<file path="src/rtl/button_conditioner_pkg.sv">
// Shared definitions for the front-panel button conditioner: FSM states and
// default timing for the 50 MHz board clock.
package button_conditioner_pkg;

    typedef enum logic [2:0] {
        ST_IDLE      = 3'd0,
        ST_DEB_PRESS = 3'd1,
        ST_PRESSED   = 3'd2,
        ST_REPEAT    = 3'd3,
        ST_DEB_REL   = 3'd4
    } btn_state_e;

    localparam int DEF_CNT_W         = 20;
    localparam int DEF_DEB_CYCLES    = 50000;
    localparam int DEF_HOLD_CYCLES   = 1000000;
    localparam int DEF_REPEAT_CYCLES = 250000;

    // A cycle count must be at least 2 and must fit the shared counter.
    function automatic bit cycles_ok(longint value, int width);
        return (value >= 2) && (value <= ((longint'(1) << width) - 1));
    endfunction

endpackage

</file>
<file path="src/rtl/button_conditioner_sync_2ff.sv">
// Two-flop synchroniser for one asynchronous front-panel input.
module sync_2ff (
    input  logic CLK,
    input  logic BTNR,
    input  logic d,
    output logic q
);

    logic meta_q;
    logic sync_q;

    always_ff @(posedge CLK or posedge BTNR) begin
        if (BTNR) begin
            meta_q <= 1'b0;
            sync_q <= 1'b0;
        end else begin
            meta_q <= d;
            sync_q <= meta_q;
        end
    end

    assign q = sync_q;

endmodule

</file>
<file path="src/rtl/button_conditioner.sv">
// Debounced push-button with press/release pulses, long-press detection and
// an optional auto-repeat pulse stream.
//
// state      | meaning
// -----------+-----------------------------------------------------------
// IDLE       | button released and stable
// DEB_PRESS  | counting consecutive high samples before accepting press
// PRESSED    | press accepted; timing toward long-press (frozen once held)
// REPEAT     | long press with auto-repeat stream running
// DEB_REL    | counting consecutive low samples before accepting release
module button_conditioner
    import button_conditioner_pkg::*;
#(
    parameter int CNT_W         = DEF_CNT_W,
    parameter int DEB_CYCLES    = DEF_DEB_CYCLES,
    parameter int HOLD_CYCLES   = DEF_HOLD_CYCLES,
    parameter int REPEAT_CYCLES = DEF_REPEAT_CYCLES
) (
    input  logic CLK,
    input  logic BTNR,
    input  logic BTN_IN,
    input  logic EN_REPEAT,
    output logic PRESS_P,
    output logic RELEASE_P,
    output logic REPEAT_P,
    output logic LEVEL,
    output logic HELD_LONG
);

    if (!cycles_ok(DEB_CYCLES, CNT_W)) begin : g_bad_deb
        $error("button_conditioner: DEB_CYCLES out of range for CNT_W");
    end
    if (!cycles_ok(HOLD_CYCLES, CNT_W)) begin : g_bad_hold
        $error("button_conditioner: HOLD_CYCLES out of range for CNT_W");
    end
    if (!cycles_ok(REPEAT_CYCLES, CNT_W)) begin : g_bad_rep
        $error("button_conditioner: REPEAT_CYCLES out of range for CNT_W");
    end

    localparam logic [CNT_W-1:0] CNT_ONE   = CNT_W'(1);
    localparam logic [CNT_W-1:0] DEB_LAST  = CNT_W'(DEB_CYCLES - 1);
    localparam logic [CNT_W-1:0] HOLD_LAST = CNT_W'(HOLD_CYCLES - 1);
    localparam logic [CNT_W-1:0] REP_LAST  = CNT_W'(REPEAT_CYCLES - 1);

    logic btn_s;

    sync_2ff u_sync (
        .CLK  (CLK),
        .BTNR (BTNR),
        .d    (BTN_IN),
        .q    (btn_s)
    );

    btn_state_e       state_q, state_d;
    logic [CNT_W-1:0] cnt_q, cnt_d;
    logic             press_q, press_d;
    logic             rel_q, rel_d;
    logic             rep_q, rep_d;
    logic             level_q, level_d;
    logic             held_q, held_d;

    always_comb begin
        state_d = state_q;
        cnt_d   = cnt_q;
        press_d = 1'b0;
        rel_d   = 1'b0;
        rep_d   = 1'b0;
        level_d = level_q;
        held_d  = held_q;
        case (state_q)
            ST_IDLE: begin
                if (btn_s) begin
                    state_d = ST_DEB_PRESS;
                    cnt_d   = CNT_ONE;
                end
            end
            ST_DEB_PRESS: begin
                if (!btn_s) begin
                    state_d = ST_IDLE;
                    cnt_d   = '0;
                end else if (cnt_q == DEB_LAST) begin
                    state_d = ST_PRESSED;
                    press_d = 1'b1;
                    level_d = 1'b1;
                    cnt_d   = '0;
                end else begin
                    cnt_d = cnt_q + CNT_ONE;
                end
            end
            ST_PRESSED: begin
                if (!btn_s) begin
                    state_d = ST_DEB_REL;
                    cnt_d   = CNT_ONE;
                end else if (held_q) begin
                    // Held with repeat disabled: counter frozen until repeat is enabled.
                    if (EN_REPEAT) begin
                        state_d = ST_REPEAT;
                        cnt_d   = '0;
                    end
                end else if (cnt_q == HOLD_LAST) begin
                    held_d = 1'b1;
                    cnt_d  = '0;
                    if (EN_REPEAT) begin
                        state_d = ST_REPEAT;
                        rep_d   = 1'b1;
                    end
                end else begin
                    cnt_d = cnt_q + CNT_ONE;
                end
            end
            ST_REPEAT: begin
                if (!btn_s) begin
                    state_d = ST_DEB_REL;
                    cnt_d   = CNT_ONE;
                end else if (cnt_q == REP_LAST) begin
                    rep_d = EN_REPEAT;
                    cnt_d = '0;
                end else begin
                    cnt_d = cnt_q + CNT_ONE;
                end
            end
            ST_DEB_REL: begin
                if (btn_s) begin
                    state_d = held_q ? ST_REPEAT : ST_PRESSED;
                    cnt_d   = '0;
                end else if (cnt_q == DEB_LAST) begin
                    state_d = ST_IDLE;
                    rel_d   = 1'b1;
                    level_d = 1'b0;
                    held_d  = 1'b0;
                    cnt_d   = '0;
                end else begin
                    cnt_d = cnt_q + CNT_ONE;
                end
            end
            default: begin
                state_d = ST_IDLE;
                cnt_d   = '0;
            end
        endcase
    end

    always_ff @(posedge CLK or posedge BTNR) begin
        if (BTNR) begin
            state_q <= ST_IDLE;
            cnt_q   <= '0;
            press_q <= 1'b0;
            rel_q   <= 1'b0;
            rep_q   <= 1'b0;
            level_q <= 1'b0;
            held_q  <= 1'b0;
        end else begin
            state_q <= state_d;
            cnt_q   <= cnt_d;
            press_q <= press_d;
            rel_q   <= rel_d;
            rep_q   <= rep_d;
            level_q <= level_d;
            held_q  <= held_d;
        end
    end

    assign PRESS_P   = press_q;
    assign RELEASE_P = rel_q;
    assign REPEAT_P  = rep_q;
    assign LEVEL     = level_q;
    assign HELD_LONG = held_q;

endmodule
</file>
<file path="config.mk">
export PLATFORM = sky130hd
export DESIGN_NAME = button_conditioner
export DESIGN_NICKNAME = d
export VERILOG_FILES = /design/src/rtl/button_conditioner_pkg.sv /design/src/rtl/button_conditioner_sync_2ff.sv /design/src/rtl/button_conditioner.sv
export SDC_FILE = /design/constraint.sdc
export NUM_CORES = 1
export LEC_CHECK = 0
export BUFFER_PORTS_ARGS = -buffer_cell sky130_fd_sc_hd__buf_2
export CAP_MARGIN = 25
export CORE_ASPECT_RATIO = 1.2
export CORE_MARGIN = 5
export CORE_UTILIZATION = 40
export DETAILED_ROUTE_END_ITERATION = 6
export PLACE_DENSITY_LB_ADDON = 0.3
export SLEW_MARGIN = 20
export SYNTH_ARGS = -nofsm -noshare
export SYNTH_HDL_FRONTEND = slang
export SYNTH_SLANG_ARGS = --single-unit
</file>
<file path="constraint.sdc">
create_clock -name CLK -period 3.8 [get_ports CLK]
set_clock_uncertainty 0.15 [all_clocks]
set_input_delay 0 -clock CLK [delete_from_list [all_inputs] [get_ports CLK]]
set_output_delay 0 -clock CLK [all_outputs]
set_load 0.005 [all_outputs]
</file>
==> metrics.cfg <==
[outcome]
status=completed

[worst_setup_path]
critical-path-max-stage-delay_ps=620
cp_data_arrival_time_ps=2650
path_class=reg2reg
critical_path_startpoint=cnt_q[0]$_DFFE_PP0P_
r2r_slack_ps=1140
crit_path_required_time_ps=3780
worstReg2RegEnd=cnt_q[19]$_DFFE_PP0P_
worst_r2r_startpoint=cnt_q[0]$_DFFE_PP0P_
timing.critical_path.to_type=flop
critical_path.cell_chain=ha_1 -> nand2_1 -> or3_4 -> o21ai_2 -> and4_1 -> nor2_1
critical-path-slowest-cell=and4_1
r2r_worst_path_depth=6
start_kind=flop
crit_fanout=17

[clocking]
cts_max_level=2
postCtsSetupRepairBufs=0
numCtsBuffers=5
clock_tree_from_tritoncts=done
clock_sink_count=30
clk_transition_reported_paths_ps=70
clock_insertion_delay_worst_skew_ps=280
cts_max_path_buffers=2
cts_root_buffer=clkbuf_8

[die]
placementRows=27
die-width_um=71.6
die-height_um=83.9
floorplan.die_area_um2=6010
pin_count=9
core_um2=4490
floorplan.initialDensity=0.405

[sta]
timing.slew.headroom=0.373
slew_viol_final=0
setup_repair_after_global_routing_missed_its_margin=no
timing_hold_violations_final=0
fmax_ghz=0.376
setup_viol=0
tmin_final_ps=2660
hold_slack_ps=178
worst_slew_pin_slew_ps=935
timing.final.crit_share=0.701
tns_ps=0

[logic_synthesis]
synth.yosys.warnings=0
synth_nets=200
synth_sequential_area_ratio=0.412
netlist_instances=195
synth_top_cells_by_area=dfrtp_1 41%, xnor2_1 5.8%, nor2_1 4.5%
ys_dominant_reg_cell=dfrtp_1
ys_async_sr_fraction=1.00
yosys.cell_types.count=52
synthesis.area_per_instance_um2=9.34
ff_latch_count_synth=30
mappedNetlistArea_um2=1820
synth_largest_area_cell=dfrtp_1
yosysTopAreaCellShare=0.412
synth-edff-count=0

[placement]
area_after_detailed_placement_um2=1890
port-buffer-count=8
hpwl_um=2860
finalWeightedCongestion=0.823

[pwr]
max-vdd-ir-drop_mv=0.182
total_power_uw=801
power.density_cell_area_nw_per_um2=399
power.static_leakage_nw=0.780

[final_layout]
antenna_cells_inserted=0
number_of_flip_flops_in_the_largest_register=20
post_route_cells_drive_above_1_share=0.126
synthToLayoutAreaGrowth_pct=10.3
area_of_combinational_cells_with_multiple_inputs_um2=993
n_fill_cell=427
post-route-cell-area_um2=2010
mostFrequentLayoutCells=30 x dfrtp_1, 22 x nor2_1, 12 x xnor2_1
final_common_cell=dfrtp_1
fin_nets=211
top_register=cnt_q
largest_registers=cnt_q: 20 flops, state_q: 3 flops
seqCellArea_um2=751

[global_route]
gr-total-overflow=0
grt_start_max_net_pins=31
number_of_global_route_vias_before_repair=1498
grt_antenna_before_repair=0
grt_pass1_wl_um=7040
grt.total_usage=0.146

[detailed_routing]
via_count=1544
ant_nets=0
post_drt_wl_per_cell_um=15.0
viasPerCell=5.83
routed_wirelength_um=3970
number_of_design_rule_violations_left_after_detail_routing=0
drt_first_iter_violations=168
detailedRoute.firstPassIterationCount=4

[min_path]
holdCritPathClass=in2async

[run]
cap_viol_max_count=0

[synthesized netlist by cell type (all sizes together), types with 2 or more instances]
cell type / number
a211o: 2
o41ai: 2
o21a: 2
or3b: 2
nor4bb: 3
nor4b: 4
inv: 6
nand4: 4
buf: 3
nand2: 11
nand3b: 3
xor2: 4
nor3b: 2
and3: 2
xnor2: 12
and2: 6
clkbuf: 5
o2bb2ai: 2
and4: 6
nor3: 10
nand2b: 2
a21oi: 6
nor2b: 2
o21ai: 6
dfrtp: 30
nand3: 10
a31o: 2
nor2: 23
nor4: 5
[worst max-delay path, delay by kind of cell, from the launching register on]
family          cells  cell delay (ps)
simple gates        4             1450
flops               1              460
compound gates      1              220
fa+ha+maj           1              240
[report_power, final]
group	switching [mW]	internal (mW)	total, mW
sequential	0.0398	0.337	0.376
clock	0.116	0.146	0.262
combinational	0.0965	0.0661	0.163
[worst max path at each step]
stage	endpoint	slack, ps	depth (start not counted)
3_3_place_gp	cnt_q[11]$_DFFE_PP0P_	1220	5
6_report	cnt_q[19]$_DFFE_PP0P_	1140	6
2_1_floorplan	cnt_q[11]$_DFFE_PP0P_	1590	7
4_1_cts	cnt_q[19]$_DFFE_PP0P_	1140	6
3_5_place_dp	cnt_q[19]$_DFFE_PP0P_	1160	6
5_1_grt	cnt_q[3]$_DFFE_PP0P_	910	6
[stage by stage]
stage | util | std cells | setup slack, ps
floorplan | - | 195 | 1590
global placement | 0.420 | 254 | 1220
detailed placement | 0.420 | 254 | 1160
CTS | 0.447 | 265 | 1140
global route | 0.447 | 265 | 908
finish | 0.447 | 265 | 1140
[cell type report]
| cell class | instances | share of cell area |
|---|---|---|
| multi-input cells | 151 | 0.495 |
| flip-flops and latches | 30 | 0.374 |
| clock buffers | 7 | 0.0430 |
| repair buffers | 12 | 0.0386 |
| well taps | 58 | 0.0361 |
| inverters | 6 | 0.0112 |
| clock inverters | 1 | 0.00249 |
[repair_timing]
item                                    4_1_cts  5_1_grt
hold buffers                                  3        0
endpoints found under the setup margin        0        0
resized for setup                             0        0
hold endpoints to repair                     32        0
[cells by family (layout without fill, tap and decap cells)]
family / count (synthesis) / after routing / share of synthesized area
AND/OR/NAND/NOR: 101 / 101 / 0.326
AO/OA/AOI/OAI: 32 / 32 / 0.129
flip-flops: 30 / 30 / 0.412
XOR/XNOR: 16 / 16 / 0.0770
buffers and inverters: 14 / 26 / 0.0419
adder cells (fa/ha/maj): 1 / 1 / 0.00687
multiplexers: 1 / 1 / 0.00619
[metal layers]
layer | share of wire | GRT usage | vias to the layer above | routed length, um
li1 | - | - | 746 | -
met1 | 0.43 | 0.183 | 734 | 1690
met2 | 0.49 | 0.237 | 53 | 1930
met3 | 0.062 | 0.0337 | 11 | 246
met4 | 0.025 | 0.0650 | 0 | 100
met5 | 0 | 0 | - | 0
No activity file was read; power rests on OpenSTA's default activity.
